**src/rtl/mem_arbiter.sv**
```systemverilog
// rtl/mem_arbiter.sv - two-requester single-port memory arbiter with fixed 3-cycle access
//
// Purpose: arbitrates a synchronous-read memory between requester 0 (CPU) and
// requester 1 (auxiliary/debug). Each access runs IDLE -> ISSUE -> RESP:
// the winner's fields are captured on the grant edge, driven to memory in
// ISSUE, and acknowledged with a one-cycle ack in RESP.
//
// Ports:
//   clk, rst                    clock, synchronous active-high reset
//   req0/1, we0/1               access request (held until ack), write select
//   addr0/1, wdata0/1           requester address and write data
//   gnt0/1                      winner owns memory during ISSUE and RESP
//   ack0/1                      one-cycle completion pulse in RESP
//   rdata0/1                    mem_rdata pass-through, valid while ackN=1
//   mem_we, mem_addr, mem_wdata memory command (mem_we only in ISSUE)
//   mem_rdata                   memory read data, one cycle after address
//   busy                        high whenever the FSM is not IDLE
//
// Configuration macro: MEM_ARB_FIXED_PRIO_EN
//   undefined (default): round-robin arbitration with a last-granted pointer
//   defined:             fixed priority, port 0 wins every contention

module mem_arbiter #(
    parameter int ADDR_W = 6,
    parameter int DATA_W = 16
) (
    input  logic              clk,
    input  logic              rst,
    input  logic              req0,
    input  logic              we0,
    input  logic [ADDR_W-1:0] addr0,
    input  logic [DATA_W-1:0] wdata0,
    input  logic              req1,
    input  logic              we1,
    input  logic [ADDR_W-1:0] addr1,
    input  logic [DATA_W-1:0] wdata1,
    output logic              gnt0,
    output logic              ack0,
    output logic [DATA_W-1:0] rdata0,
    output logic              gnt1,
    output logic              ack1,
    output logic [DATA_W-1:0] rdata1,
    output logic              mem_we,
    output logic [ADDR_W-1:0] mem_addr,
    output logic [DATA_W-1:0] mem_wdata,
    input  logic [DATA_W-1:0] mem_rdata,
    output logic              busy
);

    typedef enum logic [1:0] {
        IDLE  = 2'd0,
        ISSUE = 2'd1,
        RESP  = 2'd2
    } state_t;

    state_t            state_q, state_d;
    logic              win_q, win_d;       // index of the requester being served
    logic              we_q, we_d;
    // The memory address/data registers double as the latched request fields:
    // loaded only on the grant edge, they hold their value outside ISSUE.
    logic [ADDR_W-1:0] mem_addr_q, mem_addr_d;
    logic [DATA_W-1:0] mem_wdata_q, mem_wdata_d;
    logic              pick;               // winner if a grant happens this cycle

`ifdef MEM_ARB_FIXED_PRIO_EN
    always_comb begin
        pick = ~req0;
    end
`else
    logic last_q, last_d;                  // last granted port

    // Under contention the port not granted last wins; a lone requester wins.
    always_comb begin
        pick = (req0 & req1) ? ~last_q : req1;
    end
`endif

    always_comb begin
        state_d     = state_q;
        win_d       = win_q;
        we_d        = we_q;
        mem_addr_d  = mem_addr_q;
        mem_wdata_d = mem_wdata_q;
`ifndef MEM_ARB_FIXED_PRIO_EN
        last_d      = last_q;
`endif
        case (state_q)
            IDLE: begin
                if (req0 | req1) begin
                    state_d     = ISSUE;
                    win_d       = pick;
                    we_d        = pick ? we1 : we0;
                    mem_addr_d  = pick ? addr1 : addr0;
                    mem_wdata_d = pick ? wdata1 : wdata0;
`ifndef MEM_ARB_FIXED_PRIO_EN
                    last_d      = pick;
`endif
                end
            end
            ISSUE:   state_d = RESP;
            RESP:    state_d = IDLE;
            default: state_d = IDLE;
        endcase
    end

    always_ff @(posedge clk) begin
        if (rst) begin
            state_q     <= IDLE;
            win_q       <= 1'b0;
            we_q        <= 1'b0;
            mem_addr_q  <= '0;
            mem_wdata_q <= '0;
`ifndef MEM_ARB_FIXED_PRIO_EN
            last_q      <= 1'b1;           // port 0 wins the first contention
`endif
        end else begin
            state_q     <= state_d;
            win_q       <= win_d;
            we_q        <= we_d;
            mem_addr_q  <= mem_addr_d;
            mem_wdata_q <= mem_wdata_d;
`ifndef MEM_ARB_FIXED_PRIO_EN
            last_q      <= last_d;
`endif
        end
    end

    assign busy      = (state_q != IDLE);
    assign mem_we    = (state_q == ISSUE) & we_q;
    assign mem_addr  = mem_addr_q;
    assign mem_wdata = mem_wdata_q;
    assign gnt0      = busy & ~win_q;
    assign gnt1      = busy & win_q;
    assign ack0      = (state_q == RESP) & ~win_q;
    assign ack1      = (state_q == RESP) & win_q;
    assign rdata0    = mem_rdata;
    assign rdata1    = mem_rdata;

endmodule

```
**config.mk**
```make
export PLATFORM = sky130hd
export DESIGN_NAME = mem_arbiter
export DESIGN_NICKNAME = d
export VERILOG_FILES = /design/src/rtl/mem_arbiter.sv
export SDC_FILE = /design/constraint.sdc
export NUM_CORES = 1
export LEC_CHECK = 0
export ABC_AREA = 0
export BUFFER_PORTS_ARGS = -buffer_cell sky130_fd_sc_hd__buf_4
export CAP_MARGIN = 5
export CORE_MARGIN = 5
export CORE_UTILIZATION = 36
export DETAILED_ROUTE_END_ITERATION = 6
export GPL_TIMING_DRIVEN = 0
export PLACE_DENSITY_LB_ADDON = 0.08
export SLEW_MARGIN = 20
export SYNTH_ARGS = -nofsm -noshare
export SYNTH_HDL_FRONTEND = slang
export SYNTH_SLANG_ARGS = --single-unit
```
**constraint.sdc**
```tcl
create_clock -name clk -period 1.1 [get_ports clk]
set_input_delay 0.055 -clock clk [delete_from_list [all_inputs] [get_ports clk]]
set_output_delay 0.055 -clock clk [all_outputs]
set_load 0.02 [all_outputs]
```
==> run summary <==
The run finished, with violations left. The checks that failed: negative setup slack. The tools report the starting density of the core as 0.3741. For this run, design rule violations remaining after detail routing come to 0. Yosys attributes the largest share of cell area to dfxtp_1 33%, buf_4 16%, nand2_1 11%. The first routing iteration left 50 violations. The die is 77.50 µm wide. The power density of the placed cells is 1087 nW/µm², and the leakage power figure is 1.407 nW.

In this run, synthesis inferred 0 flip-flops with an integrated enable. The run gives 4102 µm as the HPWL after detailed placement. Across the VDD grid, the largest voltage drop is 0.5670 mV.

The startpoint identified for the worst hold timing path is rst. The most frequent cell after synthesis was nand2_1. The run gives 0.003773 ns as the final worst hold slack. The area share of the largest cell type after synthesis is 0.3295. The total of flip-flops plus latches after synthesis is 27, and the worst path setup slack after routing is -0.1155 ns. Sorting the synthesized cells by how often they occur yields 48 x nand2_1, 35 x buf_4, 27 x dfxtp_1.

The worst setup skew after layout was 0.01410 ns; the residual antenna-violating net count after detailed routing was 0. The critical path in this run is classified as register to output pin. The post-CTS clock slew at the launch and capture registers of the worst setup and hold paths came out at 0.09 ns.

The final RePlAce weighted congestion is 0.7397. The launch point of the critical path was state_q[1]. Entering global routing, the biggest net connects 16 pins. Setup repair after global routing could not meet its margin everywhere. The run gives 1976 as the number of global-route vias before repair. The maximum fanout along the worst path is 3, and the total wire length is 5598 µm. For the number of warnings reported in the yosys synthesis log, the log shows 0. In this run the clock root is driven by a clkbuf_8. The floorplan step defined a core boundary enclosing 4384 µm². The time the final worst path needs with I/O delays and setup was 1.215 ns. When the netlist entered floorplanning its net count stood at 251. The total via count in the routed design is 1797, and the number of standard cells after synthesis is 185. The logs give 0.3295 for the portion of the post-synthesis area used by sequential elements and 0 for the number of antenna violations at the first check in global routing. In the final routed layout, each cell accounts on average for 15.30 µm. The ratio of routed vias to standard cells is 4.910, and the number of clock sinks seen by CTS is 27. Of all cell types, the one taking the most synthesized area is dfxtp_1. The tools report the overall track demand over capacity in global routing as 0.1741. The tightest min-delay check is of the input port to register type. Row generation in the floorplan step produced 24 rows. The floorplan die area came out at 6006 µm². The run gives 1 as the level count of the clock H-tree. The worst setup timing slack at the placement stage is -0.2125 ns, and the number of max-capacitance violations reported is 0.

The largest incremental delay on the critical path works out to 0.36 ns. The run gives 1640 µm² as the post-synthesis instance area. The first detailed-routing pass ran for 4 iterations. For this run the aggregate overflow at the end of global routing stands at 0. The number of buffers inserted during clock tree synthesis is 3, and the internal reg-to-reg setup slack is -0.10 ns.

The required arrival time at the worst endpoint is 1.04 ns, and the insertion delay of the later-clocked pin in the worst-skew pair is 0.27 ns. The share of layout cells above drive strength 1 is 0.7006, and the first-pass GRT wire length is 8825 µm. Traced cell by cell, the critical path runs through nor2_4 -> inv_4 -> and2_4 -> buf_6. The final design utilization was 0.6749; the count of input and output buffers was 108.

The commonest register cell after synthesis is dfxtp_1. The total setup violations reported at the end of the flow is 30, and the worst relative slew slack is 0.6170. Number of endpoints with negative hold slack in the final report: 0. STA classifies the critical path endpoint as an output pin.

The tools report the data arrival time at the worst-slack endpoint as 1.16 ns. From bottom edge to top edge, the die measures 77.50 µm. Counting both buffers and inverters, the worst setup path holds a total of 2.

The tools report the startpoint type of the worst setup path as a register. For the number of pins with negative max-slew slack in the final report, the log shows 0. The source of the worst register-to-register timing path was state_q[1]. Synthesis instantiated 25 different standard cells from the library. The clock passes through at most 2 buffers. The area growth from synthesis to layout was 80.40%; the fraction of registers with async set or reset after synthesis was 0.

Derived from the worst setup path, the maximum achievable clock frequency is 0.8227 GHz. The post-synthesis average cell area came out at 8.867 µm². After layout, the design draws a total of 0.003218 W. In this design, the largest share of critical-path delay is due to flip-flops. The number of nets in the layout was 381. The post-route fraction of the period consumed by the critical path works out to 1.105. The number of antenna diodes in the final layout is 0. The largest individual stage delay along the critical path comes from the cell dfxtp_4. The count of boundary I/O pins came out at 126. TritonCTS built the clock tree. The actual transition at the worst max-transition pin came out at 0.5745 ns.
==> path summary, 6_finish.rpt <==
check             endpoint  depth (start not counted)
max reg2reg  mem_wdata[12]                          5
min                 last_q                          2
min reg2reg   mem_wdata[9]                          2
max                   gnt1                          4
==> through the flow <==
step / cells / cell area [µm²] / setup TNS (ns)
detailed placement: 345 / 2520 / -4.115
floorplan: 185 / 1644 / -0.8539
finish: 366 / 2959 / -1.931
global placement: 345 / 2520 / -4.025
global route: 366 / 2959 / -3.300
CTS: 362 / 2815 / -2.105
==> placed cells by master (no fill, tap or decap), drive strengths merged <==
cell         count
or2              1
dlygate4sd1      1
dfxtp           27
nand2           48
a311oi          23
clkinv           1
o21ai            1
clkbuf           6
a21boi           1
buf            165
dlygate4sd3      2
nor3             1
nor2b            1
nor2             4
nor3b            2
a21bo            1
a221o            1
and2             1
and3b            2
inv              1
a21oi           24
==> report_power, final <==
part           internal (W)  switching [W]
registers           0.00109      0.0000814
clock network      0.000254       0.000314
logic              0.000783       0.000696
total               0.00213        0.00109
==> timing repair <==
item	CTS	global route
pin swaps	32	16
hold buffers	2	0
hold endpoints to repair	4	0
gates resized for setup	35	32
setup buffers	9	3
cloned	2	1
setup endpoints to repair	30	31
==> cell families after synthesis <==
family          synth area share
compound gates            0.2624
buf+inv                   0.2456
flops                     0.3295
simple gates              0.1625
==> sequential cells by signal, indices dropped and copies added, names as in the netlist <==
register,flops
win_q,1
last_q,1
we_q,1
state_q,2
mem_wdata,16
mem_addr,6
==> cell type report <==
| class | instances | area, µm² |
|---|---|---|
| Fill cell | 368 | 1425 |
| Clock buffer | 3 | 41.29 |
| Sequential cell | 27 | 550.5 |
| Inverter | 1 | 6.256 |
| Clock inverter | 1 | 5.005 |
| Timing Repair Buffer | 125 | 1033 |
| Multi-Input combinational cell | 111 | 827.0 |
| Tap cell | 52 | 65.06 |
| Buffer | 46 | 430.4 |
==> routing by layer <==
| metal | global-route usage | vias up | share of wire |
|---|---|---|---|
| met4 | 0.04467 | 0 | 0.0063 |
| met2 | 0.3047 | 75 | 0.50 |
| li1 | - | 878 | - |
| met1 | 0.1993 | 840 | 0.40 |
| met3 | 0.06481 | 4 | 0.095 |
| met5 | 0 | - | 0 |
(Power assumes the default switching activity.)
